--- config.mk ---
export PLATFORM = sky130hd
export DESIGN_NAME = bp_me_mmio_dram_splitter
export DESIGN_NICKNAME = d
export VERILOG_FILES = /design/src/rtl/bp_me_mmio_dram_splitter.sv
export SDC_FILE = /design/constraint.sdc
export NUM_CORES = 1
export LEC_CHECK = 0
export CAP_MARGIN = 20
export CORE_AREA = 2 2 322 324
export DETAILED_ROUTE_END_ITERATION = 16
export DIE_AREA = 0 0 324 326
export PLACE_DENSITY = 0.31
export SLEW_MARGIN = 40
export SYNTH_ARGS = -nofsm -noshare
export SYNTH_HDL_FRONTEND = slang
export SYNTH_SLANG_ARGS = --single-unit
--- constraint.sdc ---
create_clock -name clk_i -period 3.1 [get_ports clk_i]
set_input_delay 0.93 -clock clk_i [delete_from_list [all_inputs] [get_ports clk_i]]
set_output_delay 0.93 -clock clk_i [all_outputs]
set_load 0.005 [all_outputs]
--- src/rtl/bp_me_mmio_dram_splitter.sv ---
// bp_me_mmio_dram_splitter: steers memory commands to host MMIO or DRAM by address and
// returns responses upstream in command order using a route FIFO.
module bp_me_mmio_dram_splitter #(
  parameter int msg_width_p = 128,
  parameter int addr_width_p = 40,
  parameter logic [addr_width_p-1:0] dram_base_addr_p = 40'h00_8000_0000,
  parameter int max_outstanding_p = 4,
  localparam int ptr_w = $clog2(max_outstanding_p),
  localparam int cnt_w = ptr_w + 1
) (
  input  logic                    clk_i,
  input  logic                    reset_i,
  input  logic                    fence_i,
  input  logic [msg_width_p-1:0]  mem_cmd_i,
  input  logic [addr_width_p-1:0] mem_cmd_addr_i,
  input  logic                    mem_cmd_v_i,
  output logic                    mem_cmd_yumi_o,
  output logic [msg_width_p-1:0]  mem_resp_o,
  output logic                    mem_resp_v_o,
  input  logic                    mem_resp_ready_i,
  output logic [msg_width_p-1:0]  host_cmd_o,
  output logic                    host_cmd_v_o,
  input  logic                    host_cmd_yumi_i,
  input  logic [msg_width_p-1:0]  host_resp_i,
  input  logic                    host_resp_v_i,
  output logic                    host_resp_ready_o,
  output logic [msg_width_p-1:0]  dram_cmd_o,
  output logic                    dram_cmd_v_o,
  input  logic                    dram_cmd_yumi_i,
  input  logic [msg_width_p-1:0]  dram_resp_i,
  input  logic                    dram_resp_v_i,
  output logic                    dram_resp_ready_o,
  output logic [cnt_w-1:0]        outstanding_o,
  output logic                    idle_o
);
  logic w_is_host, w_full, w_empty, w_head_host, w_issue, w_push, w_pop;
  logic [max_outstanding_p-1:0] r_route;
  logic [ptr_w-1:0] r_wptr, r_rptr;
  logic [cnt_w-1:0] r_cnt, w_host_cnt;
  // reset_i gates every handshake output so targets see nothing while it is held
  always_comb begin
    w_is_host = mem_cmd_addr_i < dram_base_addr_p;
    w_full = r_cnt == cnt_w'(max_outstanding_p);
    w_empty = r_cnt == '0;
    w_head_host = r_route[r_rptr];
    w_issue = ~reset_i & mem_cmd_v_i & ~w_full & ~fence_i;
    host_cmd_v_o = w_issue & w_is_host;
    dram_cmd_v_o = w_issue & ~w_is_host;
    mem_cmd_yumi_o = (host_cmd_v_o & host_cmd_yumi_i) | (dram_cmd_v_o & dram_cmd_yumi_i);
    w_push = mem_cmd_yumi_o;
    mem_resp_v_o = ~reset_i & ~w_empty & (w_head_host ? host_resp_v_i : dram_resp_v_i);
    mem_resp_o = w_head_host ? host_resp_i : dram_resp_i;
    host_resp_ready_o = ~reset_i & ~w_empty & w_head_host & mem_resp_ready_i;
    dram_resp_ready_o = ~reset_i & ~w_empty & ~w_head_host & mem_resp_ready_i;
    w_pop = mem_resp_v_o & mem_resp_ready_i;
  end
  assign host_cmd_o = mem_cmd_i;
  assign dram_cmd_o = mem_cmd_i;
  assign outstanding_o = r_cnt;
  assign idle_o = w_empty;
  always_ff @(posedge clk_i or posedge reset_i) begin
    if (reset_i) begin
      r_route <= '0;
      r_wptr <= '0;
      r_rptr <= '0;
      r_cnt <= '0;
    end else begin
      if (w_push) begin
        r_route[r_wptr] <= w_is_host;
        r_wptr <= r_wptr + 1'b1;
      end
      if (w_pop) r_rptr <= r_rptr + 1'b1;
      r_cnt <= r_cnt + cnt_w'(w_push) - cnt_w'(w_pop);
    end
  end
  // host entries currently live in the FIFO, used to catch unsolicited responses
  always_comb begin
    w_host_cnt = '0;
    for (int i = 0; i < max_outstanding_p; i++)
      w_host_cnt = w_host_cnt + cnt_w'(({1'b0, ptr_w'(i) - r_rptr} < r_cnt) & r_route[i]);
  end
  a_host_unsolicited: assert property (@(posedge clk_i) disable iff (reset_i) host_resp_v_i |-> w_host_cnt != '0);
  a_dram_unsolicited: assert property (@(posedge clk_i) disable iff (reset_i) dram_resp_v_i |-> r_cnt != w_host_cnt);
  a_pop_empty: assert property (@(posedge clk_i) disable iff (reset_i) w_pop |-> !w_empty);
  a_host_yumi: assert property (@(posedge clk_i) disable iff (reset_i) host_cmd_yumi_i |-> host_cmd_v_o);
  a_dram_yumi: assert property (@(posedge clk_i) disable iff (reset_i) dram_cmd_yumi_i |-> dram_cmd_v_o);
endmodule

==> run summary, run 1 <==
Tcrit/Tclk final - 1.049
Die Ht - 326 um
Area share of the largest cell type after synthesis - 0.4183
Root Driver - clkbuf_16
Final worst slack - -151.4 ps
Initial core utilization - 0.04478
Sw Ratio - 0.3230
Comb pwr share - 0.799
Max Slew Vio Count - 0
RD Place Congestion - 0.7309
CP max stage cell - mux4_4
ANT cells - 0
Hold Crit Class - reg2reg
DR WL/cell - 13.21 um
Crit. End Element - primary output
CP peak stage delay - 730 ps
Avg Inst Size Synth - 9.775 um^2
VDD IR-drop max - 0.0003405 V
Largest net degree at the start of global routing - 14
Nets@finish - 1118
Critical path cell sequence - mux4_4, buf_12, buf_12, buf_12, mux2_4, buf_6
CTS tree - yes
Buffers on Ports - 411
Grt ovf - 0
CP top delay family - multiplexers
Max cap viols - 0
Sequential Power Share - 0.101
Initial antenna violation count - 0
First-pass GRT wire length - 33650 um
Vias - 4060
Layout fillers - 11910
Yosys cell types - 28
Commonest cells after routing, fill and taps aside - clkdlybuf4s50_1 (266), mux2_4 (103), buf_6 (101)
Syn_nets - 910
CP required - 2170 ps
Slew of the pin with the lowest slew margin - 434.4 ps
Psw - 0.7708 mW
Final Hold Vio Count - 0
Period minus WS final - 3251 ps
Clk pin slew, worst setup/hold paths - 40 ps
Clk_skew - 2.602 ps
Io pins - 827
Static leakage - 3.817 nW
Synthesis-to-finish area growth - 103.0%
Status - finished with violations
Die area - 105600 um^2
Max H-tree Level - 1
Synthesized area - 4594 um^2
Mapped Cells - 470
Critical path type - reg2out
Pwr per Cell Area - 255.9 nW/um^2
Violated checks - setup timing
Seq/Total Area, Yosys - 0.05991
#FFs+latches synth - 11
Die width - 324 um
Max frequency - 307.6 MHz
Hpwl dp - 22900 um
Crit-path max FO - 8
# rows - 118
Power share of the clock group - 0.100
Multi-input logic area - 2301 um^2
Most common cell after layout, fill and taps aside - clkdlybuf4s50_1
Starting DRT DRC Count - 78
Vias in the first global route - 4511
CP Launch Type - register
Top post-synthesis cells by area - buf_4 (42%), mux2_4 (32%), mux2_2 (7.8%)
Routed wire length - 27180 um
Post-layout util - 0.09090
Post-place setup slack - -629.1 ps
RSZ-0062 raised after global routing - yes
CP arrival - 2320 ps
Share of cells above drive strength 1 - 0.5081
Antenna viol nets, final - 0
CTS Buffer Depth - 2
YS warnings - 0
Total internal power - 1.616 mW
GRT Total Usage - 0.04535
Via-per-instance ratio - 1.974
Rel. slew slack - 0.7081
Core Area - 102600 um^2
Most common cell on crit path - buf_12
CP Buf/Inv Count - 4
DRC Markers - 0
Setup-failing EPs final - 78
Cell taking the most area after synthesis - buf_4
Clk Latency, worst-skew pair - 240 ps
Sequential cell area - 275.3 um^2
CTS Buf Count - 3
Clock sinks - 11
Pre-antenna DRT Iters - 4
## metrics by stage
step           setup TNS [ps]  std cells  cell area, um^2  hold slack (ps)  power [mW]
5_1_grt                -13370       2057             9328            545.6       2.565
6_report                -5982       2057             9328            511.9       2.387
4_1_cts                -17860       2051             9259            518.6       2.405
2_1_floorplan               0        470             4594            455.5       1.153
3_5_place_dp           -15350       2018             8656            512.7       1.973
3_3_place_gp           -14710       2018             8656            497.1       1.983
## cells in the mapped netlist (all sizes together)
cell type and count:
o21ai 5, o31ai 1, clkbuf 1, nand3 1, mux4 1, ha 6
mux2 130, nand4bb 1, or2 1, fa 1, dfrtp 11, nand2 4
nor3b 3, nor2 4, nor2b 2, o32a 4, xnor2 3, inv 11
buf 270, nor4 1, mux2i 3, xor2 1, or3b 2, nor3 3
## power groups by stage
stage	Combinational, mW	Clock, mW	Sequential, mW
after CTS	1.92	0.243	0.243
final	1.91	0.238	0.241
after floorplan	0.908	0	0.246
after detailed placement	1.73	0	0.245
after global routing	2.06	0.256	0.249
after global placement	1.74	0	0.243
## area by class of cell
class                      count  share of cell area
timing repair buffer         474              0.5258
multi-input combinational    177              0.2467
tap                         1380              0.1851
sequential                    11             0.02951
clock buffer                   4            0.008451
inverter                      11            0.004427
## worst paths after layout
kind,endpoint,depth (start not counted),startpoint,slack (ps)
worst max-delay path,mem_resp_o[95],6,r_rptr[0]$_DFFE_PP0P_,-150
min in group asynchronous,r_route[3]$_DFFE_PP0P_,3,reset_i,960
worst min-delay path,r_rptr[1]$_DFFE_PP0P_,1,r_rptr[1]$_DFFE_PP0P_,510
worst max register to register,outstanding_o[2]$_DFF_PP0_,12,r_rptr[0]$_DFFE_PP0P_,170
worst min register to register,r_rptr[1]$_DFFE_PP0P_,1,r_rptr[1]$_DFFE_PP0P_,510
max in group asynchronous,r_wptr[1]$_DFFE_PP0P_,3,reset_i,1830
## worst reg2reg max path, delay by kind of cell (launching register included)
family | cells | cell delay (ps)
xor gates and xnor gates | 2 | 320
muxes | 2 | 920
DFF | 1 | 370
buffers and inverters | 4 | 470
and+or+nand+nor | 1 | 90
adders and majority gates | 3 | 690
## timing repair
| item | CTS | global route |
|---|---|---|
| setup endpoints to repair | 136 | 133 |
| hold buffers | 0 | 0 |
| buffers inserted | 24 | 6 |
| gates cloned | 6 | 3 |
| resized for setup | 570 | 107 |
| pin swaps | 8 | 7 |
## logic make-up (layout without fill, tap and decap cells)
| group | after synthesis | in the layout | share of synthesized area |
|---|---|---|---|
| flops | 11 | 11 | 0.05991 |
| buf+inv | 282 | 489 | 0.4583 |
| mux | 134 | 134 | 0.4101 |
| compound gates | 10 | 10 | 0.01580 |
| xor+xnor | 4 | 4 | 0.007627 |
| fa+ha+maj | 7 | 7 | 0.02070 |
| simple gates | 22 | 22 | 0.02750 |
## per-layer routing
metal,track usage,wire length [um],vias up
li1,-,-,1724
met2,0.07776,12500,550
met3,0.02611,4185,15
met4,0.006039,335,4
met1,0.04841,10020,1767
met5,0.009524,139,-
## flip-flops by register name (all words and copies together) (netlist names)
register and count:
outstanding_o 3, r_route 4, r_rptr 2, r_wptr 2
Note: power is estimated with default switching activity, not from simulation.
==> inputs of run 2 (changes only) <==
Settings changed: CTS_CLUSTER_DIAMETER from default to 100.
==> results of run 2 <==
Final layout, timing and power as in run 1 (identical DEF).
==> inputs of run 3 (changes only) <==
Settings changed: SKIP_LAST_GASP from default to 1.
==> run 3 against run 2 <==
Effect of this change: the run still ends with setup timing left; clock power barely moved; sequential power about the same; clock skew is essentially flat; cell area grew 0.63%; combinational power about the same; register-to-register slack hardly changed; count of clock-buffer cells in the layout unchanged; global-route usage is the same; first-iteration DRC count unchanged; worst setup slack lost 2.1 ps; final cell count is 0.34% higher; critical endpoint unchanged; largest power group unchanged; highest routed layer unchanged.
==> run summary, run 3 (synthesized netlist as in run 1, its figures left out) <==
Critical path type - reg2out
Core Area - 102600 um^2 (unchanged)
Violated checks - setup timing
Clock sinks - 11 (unchanged)
VDD IR-drop max - 0.0003415 V (+0.32%)
Largest net degree at the start of global routing - 14 (unchanged)
Root Driver - clkbuf_16
Static leakage - 3.863 nW (+1.2%)
Hold-fix buffers at CTS - 0 (unchanged)
Initial core utilization - 0.04478 (unchanged)
Pwr per Cell Area - 255.7 nW/um^2 (about the same)
Crit. End Element - primary output
DRC Markers - 0 (unchanged)
Pre-antenna DRT Iters - 4 (unchanged)
RD Place Congestion - 0.7309 (unchanged)
Vias - 4112 (+1.3%)
CTS Buffer Depth - 2 (unchanged)
Most common cell after layout, fill and taps aside - clkdlybuf4s50_1
Hpwl dp - 22900 um (unchanged)
Routed wire length - 27230 um (+0.18%)
Tcrit/Tclk final - 1.050 (about the same)
CP required - 2170 ps (about the same)
Commonest cells after routing, fill and taps aside - clkdlybuf4s50_1 (266), mux2_4 (103), buf_6 (92)
Die width - 324 um (unchanged)
Final worst slack - -153.5 ps (-2.115 ps)
Initial antenna violation count - 0 (unchanged)
Crit-path max FO - 8 (unchanged)
Max frequency - 307.4 MHz (about the same)
Via-per-instance ratio - 1.992 (+0.94%)
Antenna viol nets, final - 0 (unchanged)
Clk pin slew, worst setup/hold paths - 40 ps (about the same)
Slew of the pin with the lowest slew margin - 434.4 ps (unchanged)
Rel. slew slack - 0.7081 (unchanged)
Period minus WS final - 3254 ps (+2.115 ps)
Power share of the clock group - 0.099 (about the same)
Clk Latency, worst-skew pair - 240 ps (about the same)
CTS tree - yes
GRT Total Usage - 0.04535 (unchanged)
Max Slew Vio Count - 0 (unchanged)
Sw Ratio - 0.3218 (-0.001198)
Grt ovf - 0 (unchanged)
RSZ-0062 raised after global routing - yes
Largest register FFs - 4 (unchanged)
Nets@finish - 1125 (+0.63%)
Total internal power - 1.628 mW (+0.75%)
Status - finished with violations
Hold Crit Class - reg2reg
First-pass GRT wire length - 33640 um (about the same)
CP arrival - 2320 ps (about the same)
Vias in the first global route - 4500 (-0.24%)
Setup-failing EPs final - 104 (+33%)
Io pins - 827 (unchanged)
DR WL/cell - 13.19 um (-0.16%)
CTS Buf Count - 3 (unchanged)
ANT cells - 0 (unchanged)
Final Hold Vio Count - 0 (unchanged)
Psw - 0.7723 mW (+0.20%)
Max H-tree Level - 1 (unchanged)
Buffers on Ports - 411 (unchanged)
Comb pwr share - 0.800 (about the same)
Clk_skew - 2.612 ps (+0.009690 ps)
Die area - 105600 um^2 (unchanged)
Share of cells above drive strength 1 - 0.5073 (-0.0008141)
Synthesis-to-finish area growth - 104.3%
Largest reg by FF count - r_route
# rows - 118 (unchanged)
CP Launch Type - register
Max cap viols - 0 (unchanged)
Starting DRT DRC Count - 78 (unchanged)
Total Power - 2.400 mW (+0.57%)
Sequential Power Share - 0.100 (about the same)
Die Ht - 326 um (unchanged)
Post-layout util - 0.09148 (+0.0005731)
-- run 3: changes by cell type in the layout (fill, tap and decap cells not counted), moves of 2 or more --
cell / before / now
buf_6: 101 / 92
buf_12: 14 / 16
clkbuf_2: 37 / 41
dlygate4sd2_1: 10 / 12
buf_4: 21 / 25
-- run 3: worst max-delay path, stage by stage, from the launching register on --
cell     delay (ps)
dfrtp_1         370
mux4_4          730
buf_12          200
buf_12          140
buf_12          130
mux2_4          350
buf_6           130
-- run 3: per-stage QoR --
stage          cells  instance area, um^2  worst slack [ps]  TNS (ps)  hold WS [ps]
2_1_floorplan    470                 4594             318.6         0         455.5
3_3_place_gp    2018                 8656            -653.2    -14710         497.1
3_5_place_dp    2018                 8656            -629.1    -15350         512.7
4_1_cts         2051                 9194            -273.2    -19980         518.6
5_1_grt         2064                 9387            -234.8    -17090         545.6
6_report        2064                 9387            -153.5     -8323         509.8
-- run 3: layout make-up --
cell class / count / area, um^2
fillers: 11910 / 93220
repair buffers: 481 / 4964
multi-input cells: 177 / 2301
well taps: 1380 / 1727
flip-flops and latches: 11 / 275.3
clock buffers: 4 / 78.83
inverters: 11 / 41.29
-- run 3: worst paths after layout --
check / slack (ps) / cells past startpoint / startpoint / to
worst max-delay path: -150 / 6 / r_rptr[0]$_DFFE_PP0P_ / mem_resp_o[95]
worst min-delay path: 510 / 1 / r_rptr[1]$_DFFE_PP0P_ / r_rptr[1]$_DFFE_PP0P_
worst max register to register: 180 / 12 / r_rptr[0]$_DFFE_PP0P_ / outstanding_o[2]$_DFF_PP0_
worst min register to register: 510 / 1 / r_rptr[1]$_DFFE_PP0P_ / r_rptr[1]$_DFFE_PP0P_
max in group asynchronous: 1830 / 3 / reset_i / r_wptr[1]$_DFFE_PP0P_
min in group asynchronous: 960 / 3 / reset_i / r_route[3]$_DFFE_PP0P_
-- run 3: repair_timing --
item / CTS / global route
buffers inserted: 24 / 12
gates resized for setup: 514 / 140
endpoints found under the setup margin: 136 / 135
cloned: 6 / 4
pin swaps: 8 / 7
-- run 3: power groups by stage --
stage	clock network [mW]	registers (mW)	logic (mW)
6_report	0.238	0.241	1.92
5_1_grt	0.256	0.249	2.08
2_1_floorplan	0	0.246	0.908
3_3_place_gp	0	0.243	1.74
4_1_cts	0.243	0.243	1.89
3_5_place_dp	0	0.245	1.73
-- run 3: routing by layer --
layer | track usage | share of wire | vias up
met3 | 0.02624 | 0.16 | 19
met4 | 0.006039 | 0.013 | 6
met1 | 0.04814 | 0.36 | 1785
met2 | 0.07799 | 0.46 | 560
met5 | 0.009524 | 0.0068 | -
li1 | - | - | 1742
